==> config.mk <==
export PLATFORM = sky130hd
export DESIGN_NAME = mc_control_fsm
export DESIGN_NICKNAME = d
export VERILOG_FILES = /design/src/rtl/mc_control_fsm.sv
export SDC_FILE = /design/constraint.sdc
export NUM_CORES = 1
export LEC_CHECK = 0
export CAP_MARGIN = 20
export CORE_ASPECT_RATIO = 0.7
export CORE_MARGIN = 3
export CORE_UTILIZATION = 30
export CTS_BUF_LIST = sky130_fd_sc_hd__clkbuf_4 sky130_fd_sc_hd__clkbuf_8
export CTS_CLUSTER_SIZE = 40
export DETAILED_ROUTE_END_ITERATION = 8
export GPL_TIMING_DRIVEN = 0
export HOLD_SLACK_MARGIN = 0.02
export PLACE_DENSITY = 0.7
export SYNTH_ARGS = -nofsm -noshare
export SYNTH_HDL_FRONTEND = slang
export SYNTH_SLANG_ARGS = --single-unit
==> constraint.sdc <==
create_clock -name clk -period 1.7 [get_ports clk]
set_clock_uncertainty 0.15 [all_clocks]
set_input_delay 0.34 -clock clk [delete_from_list [all_inputs] [get_ports clk]]
set_output_delay 0.34 -clock clk [all_outputs]
set_load 0.1 [all_outputs]
==> src/rtl/mc_control_fsm.sv <==
// Main control FSM for the multicycle RV32I core: fetch/decode/execute/memory/writeback sequencing.
// Optional macro MC_CTRL_TRAP_EN: unknown opcodes park the FSM in TRAP with illegal=1 until reset.
module mc_control_fsm #(
    parameter int OPC_W   = 7,
    parameter int STATE_W = 4
) (
    input  logic               clk,
    input  logic               rst_n,
    input  logic [OPC_W-1:0]   opcode,
    input  logic               alu_zero,
    input  logic               mem_ready,
    output logic               mem_req,
    output logic               mem_write,
    output logic               adr_src,
    output logic               ir_write,
    output logic               pc_write,
    output logic               reg_write,
    output logic [1:0]         alu_src_a,
    output logic [1:0]         alu_src_b,
    output logic [1:0]         result_src,
    output logic [1:0]         alu_op,
    output logic               is_imm,
    output logic               illegal,
    output logic [STATE_W-1:0] state_dbg
);

    typedef enum logic [STATE_W-1:0] {
        S_FETCH, S_DECODE, S_MEMADR, S_MEMREAD, S_MEMWB, S_MEMWRITE,
        S_EXEC_R, S_EXEC_I, S_LUI, S_AUIPC, S_ALUWB, S_BRANCH,
        S_JAL, S_JALR_ADR, S_TRAP
    } state_t;

    localparam logic [OPC_W-1:0] OPC_LOAD   = 7'b0000011;
    localparam logic [OPC_W-1:0] OPC_STORE  = 7'b0100011;
    localparam logic [OPC_W-1:0] OPC_OP     = 7'b0110011;
    localparam logic [OPC_W-1:0] OPC_OP_IMM = 7'b0010011;
    localparam logic [OPC_W-1:0] OPC_BRANCH = 7'b1100011;
    localparam logic [OPC_W-1:0] OPC_JAL    = 7'b1101111;
    localparam logic [OPC_W-1:0] OPC_JALR   = 7'b1100111;
    localparam logic [OPC_W-1:0] OPC_LUI    = 7'b0110111;
    localparam logic [OPC_W-1:0] OPC_AUIPC  = 7'b0010111;

    state_t state;

    // NOTE: sequential state is updated only with <=, so every read in this block sees the pre-edge value.
    always_ff @(posedge clk or negedge rst_n) begin
        if (!rst_n) begin
            state <= S_FETCH;
        end else begin
            unique case (state)
                S_FETCH:    if (mem_ready) state <= S_DECODE;
                S_DECODE: begin
                    unique case (opcode)
                        OPC_LOAD, OPC_STORE: state <= S_MEMADR;
                        OPC_OP:              state <= S_EXEC_R;
                        OPC_OP_IMM:          state <= S_EXEC_I;
                        OPC_BRANCH:          state <= S_BRANCH;
                        OPC_JAL:             state <= S_JAL;
                        OPC_JALR:            state <= S_JALR_ADR;
                        OPC_LUI:             state <= S_LUI;
                        OPC_AUIPC:           state <= S_AUIPC;
`ifdef MC_CTRL_TRAP_EN
                        default:             state <= S_TRAP;
`else
                        default:             state <= S_FETCH;
`endif
                    endcase
                end
                S_MEMADR:   state <= (opcode == OPC_STORE) ? S_MEMWRITE : S_MEMREAD;
                S_MEMREAD:  if (mem_ready) state <= S_MEMWB;
                S_MEMWRITE: if (mem_ready) state <= S_FETCH;
                S_EXEC_R, S_EXEC_I, S_LUI, S_AUIPC: state <= S_ALUWB;
                // JALR only differs from JAL in the target computation, so it joins the JAL path.
                S_JALR_ADR: state <= S_JAL;
                S_JAL:      state <= S_ALUWB;
`ifdef MC_CTRL_TRAP_EN
                S_TRAP:     state <= S_TRAP;
`endif
                default:    state <= S_FETCH;
            endcase
        end
    end

    // NOTE: every output gets a default before the case, so no path leaves one unassigned and no latch is inferred.
    always_comb begin
        mem_req    = 1'b0;
        mem_write  = 1'b0;
        adr_src    = 1'b0;
        ir_write   = 1'b0;
        pc_write   = 1'b0;
        reg_write  = 1'b0;
        alu_src_a  = 2'b00;
        alu_src_b  = 2'b00;
        result_src = 2'b00;
        alu_op     = 2'b00;
        is_imm     = 1'b0;
        illegal    = 1'b0;
        unique case (state)
            S_FETCH: begin
                mem_req    = 1'b1;
                alu_src_b  = 2'b10;
                result_src = 2'b10;
                ir_write   = mem_ready;
                pc_write   = mem_ready;
            end
            S_DECODE:   begin alu_src_a = 2'b01; alu_src_b = 2'b01; end
            S_MEMADR:   begin alu_src_a = 2'b10; alu_src_b = 2'b01; end
            S_MEMREAD:  begin mem_req = 1'b1; adr_src = 1'b1; end
            S_MEMWB:    begin result_src = 2'b01; reg_write = 1'b1; end
            S_MEMWRITE: begin mem_req = 1'b1; mem_write = 1'b1; adr_src = 1'b1; end
            S_EXEC_R:   begin alu_src_a = 2'b10; alu_op = 2'b10; end
            S_EXEC_I:   begin alu_src_a = 2'b10; alu_src_b = 2'b01; alu_op = 2'b10; is_imm = 1'b1; end
            S_LUI:      begin alu_src_a = 2'b11; alu_src_b = 2'b01; end
            S_AUIPC:    begin alu_src_a = 2'b01; alu_src_b = 2'b01; end
            S_ALUWB:    reg_write = 1'b1;
            S_BRANCH:   begin alu_src_a = 2'b10; alu_op = 2'b01; pc_write = alu_zero; end
            S_JAL:      begin alu_src_a = 2'b01; alu_src_b = 2'b10; pc_write = 1'b1; end
            S_JALR_ADR: begin alu_src_a = 2'b10; alu_src_b = 2'b01; end
`ifdef MC_CTRL_TRAP_EN
            S_TRAP:     illegal = 1'b1;
`endif
            default: ;
        endcase
    end

    assign state_dbg = state;

endmodule

==> results <==
- In this run the number of H-tree levels came out at 1.
- The tightest hold path in the finished design has a slack of around 0.16 ns.
- The die covers 0.00261 mm².
- The setup violation total in the final timing report is 18.
- The number of max-slew violations in the final report was 0.
- The net count after synthesis is a little under 100.
- The number of warnings issued by yosys is 0.
- Measured against its own limit, the worst slew margin works out to 36.5%.
- The first global-routing pass estimated 4.42 mm of wire.
- The flow ran to the end, but the final reports show violations.
- The diode insertion count for antenna repair is 0.
- During I/O placement, the number of pins put on the boundary was 31.
- The startpoint-to-endpoint class of the critical path is reg -> out.
- Dividing the detail-routed wire length by the instance count gives roughly 20 µm.
- The delay of the slowest critical-path stage is 0.49 ns.
- The chip width is between 50 and 60 µm.
- The HPWL after detailed placement is roughly 1.6 mm.
- After layout, the minimum clock period comes to around 2.2 ns.
- The number of nets in the layout is about 150.
- Each instance of the synthesized netlist takes up on average a little over 7 µm².
- The clock network latency to the later pin of the worst-skew pair is between 0.2 and 0.25 ns.
- In this run the worst path has a maximum fanout of 5.
- The leading area contributor after synthesis is dfrtp_1.
- The dominant synthesized flop cell is dfrtp_1.
- The final count of hold timing violations is 0.
- After detailed routing, the total wire length is approximately 3.3 mm.
- Measured on the finished design, the core utilization comes to between 80% and 90%.
- Relative to the synthesized area, the layout overhead comes to 152%.
- The top cell type's share of synthesized area is between 10% and 20%.
- The placement-stage cell area is between 0.001 and 0.0015 mm².
- The final worst-path cycle share is 128%.
- The first TritonRoute pass finished after 4 iterations.
- Entering global routing, the biggest net connects 11 pins.
- After filler insertion, the fill cell instance count of the layout stands at around 80.
- The worst reg2reg path endpoint is state_dbg[1]$_DFFE_PN0P_.
- The fraction of the yosys area taken by sequential cells is around 16%.
- The achievable frequency is between 400 and 500 MHz.
- Dividing the detail-routed via count by the number of cells gives 6.21.
- The checks that failed: setup timing.
- The launching point of the worst reg2reg path is state_dbg[1]$_DFFE_PN0P_.
- After the first detailed-routing iteration, the DRC count stood at a little over 60.
- Measured in cells, the most critical reg-to-reg path has a length of 7.
- In this run the register-to-register setup slack is -0.10 ns.
- After floorplanning, the core was divided into 12 placement rows.
- The aggregate global routing overflow is 0.
- The tool flagged a number of max-cap violations equal to 0.
- The core region is ~0.0017 mm².
- In this run the deepest clock path goes through 2 buffers.
- Ranked by total cell area, the synthesized netlist is headed by dfrtp_1 (16%), clkbuf_8 (6.8%), o21ai_0 (6.6%).
- Synthesis instantiated 37 different standard cells from the library.
- The cell area after layout is 0.00153 mm².
- The count of nets left with antenna violations once routing finished came out at 0.
- The total number of clock tree sinks is 4.
- The residual DRC count is 0.
- Setup repair after global routing could not meet its margin everywhere.
- The final worst setup slack is -0.479 ns.
- After synthesis the netlist holds a flip-flop and latch count of 4.
- The cell sitting at the root of the clock tree is a clkbuf_4.
- The number of buffers added by the clock tree synthesis step is 3.
- The fraction of registers with async set or reset after synthesis is 100%.
- The cell with the largest stage delay on the worst path is dfrtp_4.
- After clock tree synthesis, the clock-pin slew on the worst setup and hold paths is ~0.04 ns.
- Counting flops with a built-in enable in the synthesized netlist gives 0.
- The signal on the critical path passes through clkbuf_16 > nand2b_4 > and2_4 > xnor2_4 > a21oi_4 > buf_12.
- Of the cells placed in the final design, the portion with a size suffix greater than 1 is 60.9%.
- Across all layers, the routed design uses approximately 1,000 vias.
- STA classifies the critical path startpoint as a flop.
- The floorplan step set the die height to 43.6 µm.
- The data arrival time of the critical path is approximately 1.7 ns.
- The sum of negative setup slack is -5.77 ns.
- The path type of the worst min-delay path is in -> async.
- The gate count after technology mapping is between 80 and 90.
- The via count of the first global-routing pass came to between 900 and 1,000.
- Ranked by instance count, the synthesized netlist is headed by nand2_1 (8), nor2_1 (8), o21ai_0 (8).
- The cell class contributing the biggest share of worst-path delay is flip-flops.
- The global-route total usage across every layer is around 22%.
- The initial cell density of the core is a little over a third.
- For the pin with the worst max-slew slack, the measured transition is between 0.9 and 1 ns.
- The register with the most flip-flops in the layout has 4 of them.
- The initial antenna violation count is 0.
- The weighted congestion reported at the end of routability-driven placement is about 0.8.
- The capturing element type of the critical path is an output port.
- STA puts the critical path data required time at 1.21 ns.
- The number of buffers and inverters on the critical path is 2.
- The TritonCTS clock tree is yes.
- The quantity of I/O buffers inserted on ports is 29.
- The post-synthesis instance area is roughly 610 µm².
final cells by class:
cell class                 count  area [µm²]  area share (%)
multi-input combinational     72         636            41.6
buffer                         7         136            8.92
timing repair buffer          49         572            37.4
inverter                       3        23.8            1.55
tap                           21        26.3            1.72
sequential                     4         113            7.36
clock buffer                   3        22.5            1.47
per-layer routing:
layer	global-route usage (%)	vias to the layer above	part of all wire (%)
li1	-	421	-
met1	29.7	452	39
met2	34.7	91	45
met3	4.46	23	11
met4	9.29	0	5.2
met5	0	-	0
stage by stage:
stage	cells	setup slack (ns)
floorplan	86	-1.28
global route	159	-0.506
CTS	148	-0.465
detailed placement	136	-1.38
global placement	136	-1.40
finish	159	-0.479
logic make-up (layout without fill, tap and decap cells):
| kind of cell | Yosys count | in the layout | synth area share [%] |
|---|---|---|---|
| AND/OR/NAND/NOR | 44 | 44 | 39.2 |
| other | 1 | 1 | 0.618 |
| XOR/XNOR | 2 | 2 | 2.89 |
| buffers and inverters | 10 | 62 | 14.2 |
| flip-flops | 4 | 4 | 16.5 |
| AO/OA/AOI/OAI | 25 | 25 | 26.6 |
placed cells by master, fill, tap and decap left out, types with 3 or more instances in the layout:
cell,netlist,layout
nor2_1,8,4
clkbuf_4,0,3
buf_6,2,7
clkbuf_16,0,4
o21ai_1,0,3
nand2b_1,5,3
nor3_4,0,4
buf_12,0,12
buf_8,0,3
o21ai_0,8,5
nor2_4,0,3
nand2_1,8,7
buf_2,0,5
dlygate4sd2_1,0,4
clkdlybuf4s50_1,0,4
dfrtp_4,0,3
buf_4,1,14
what timing repair did:
action,in CTS,in global routing
pin swaps,12,12
setup buffers,8,11
hold buffers,0,0
hold endpoints to repair,0,0
resized for setup,174,17
setup endpoints to repair,21,21
gates cloned,1,1
worst max-delay path by stage:
stage / depth (start not counted) / endpoint / slack, ns / start
floorplan: 3 / ir_write / -1.28 / state_dbg[0]$_DFFE_PN0P_
global placement: 5 / pc_write / -1.40 / mem_ready
detailed placement: 5 / pc_write / -1.38 / mem_ready
CTS: 6 / alu_src_b[0] / -0.46 / state_dbg[2]$_DFFE_PN0P_
global route: 6 / alu_src_b[0] / -0.51 / state_dbg[2]$_DFFE_PN0P_
finish: 6 / alu_src_b[0] / -0.48 / state_dbg[2]$_DFFE_PN0P_
Power is not shown: default switching activity piles up to over one toggle a cycle in this logic, so the estimate is an artifact.
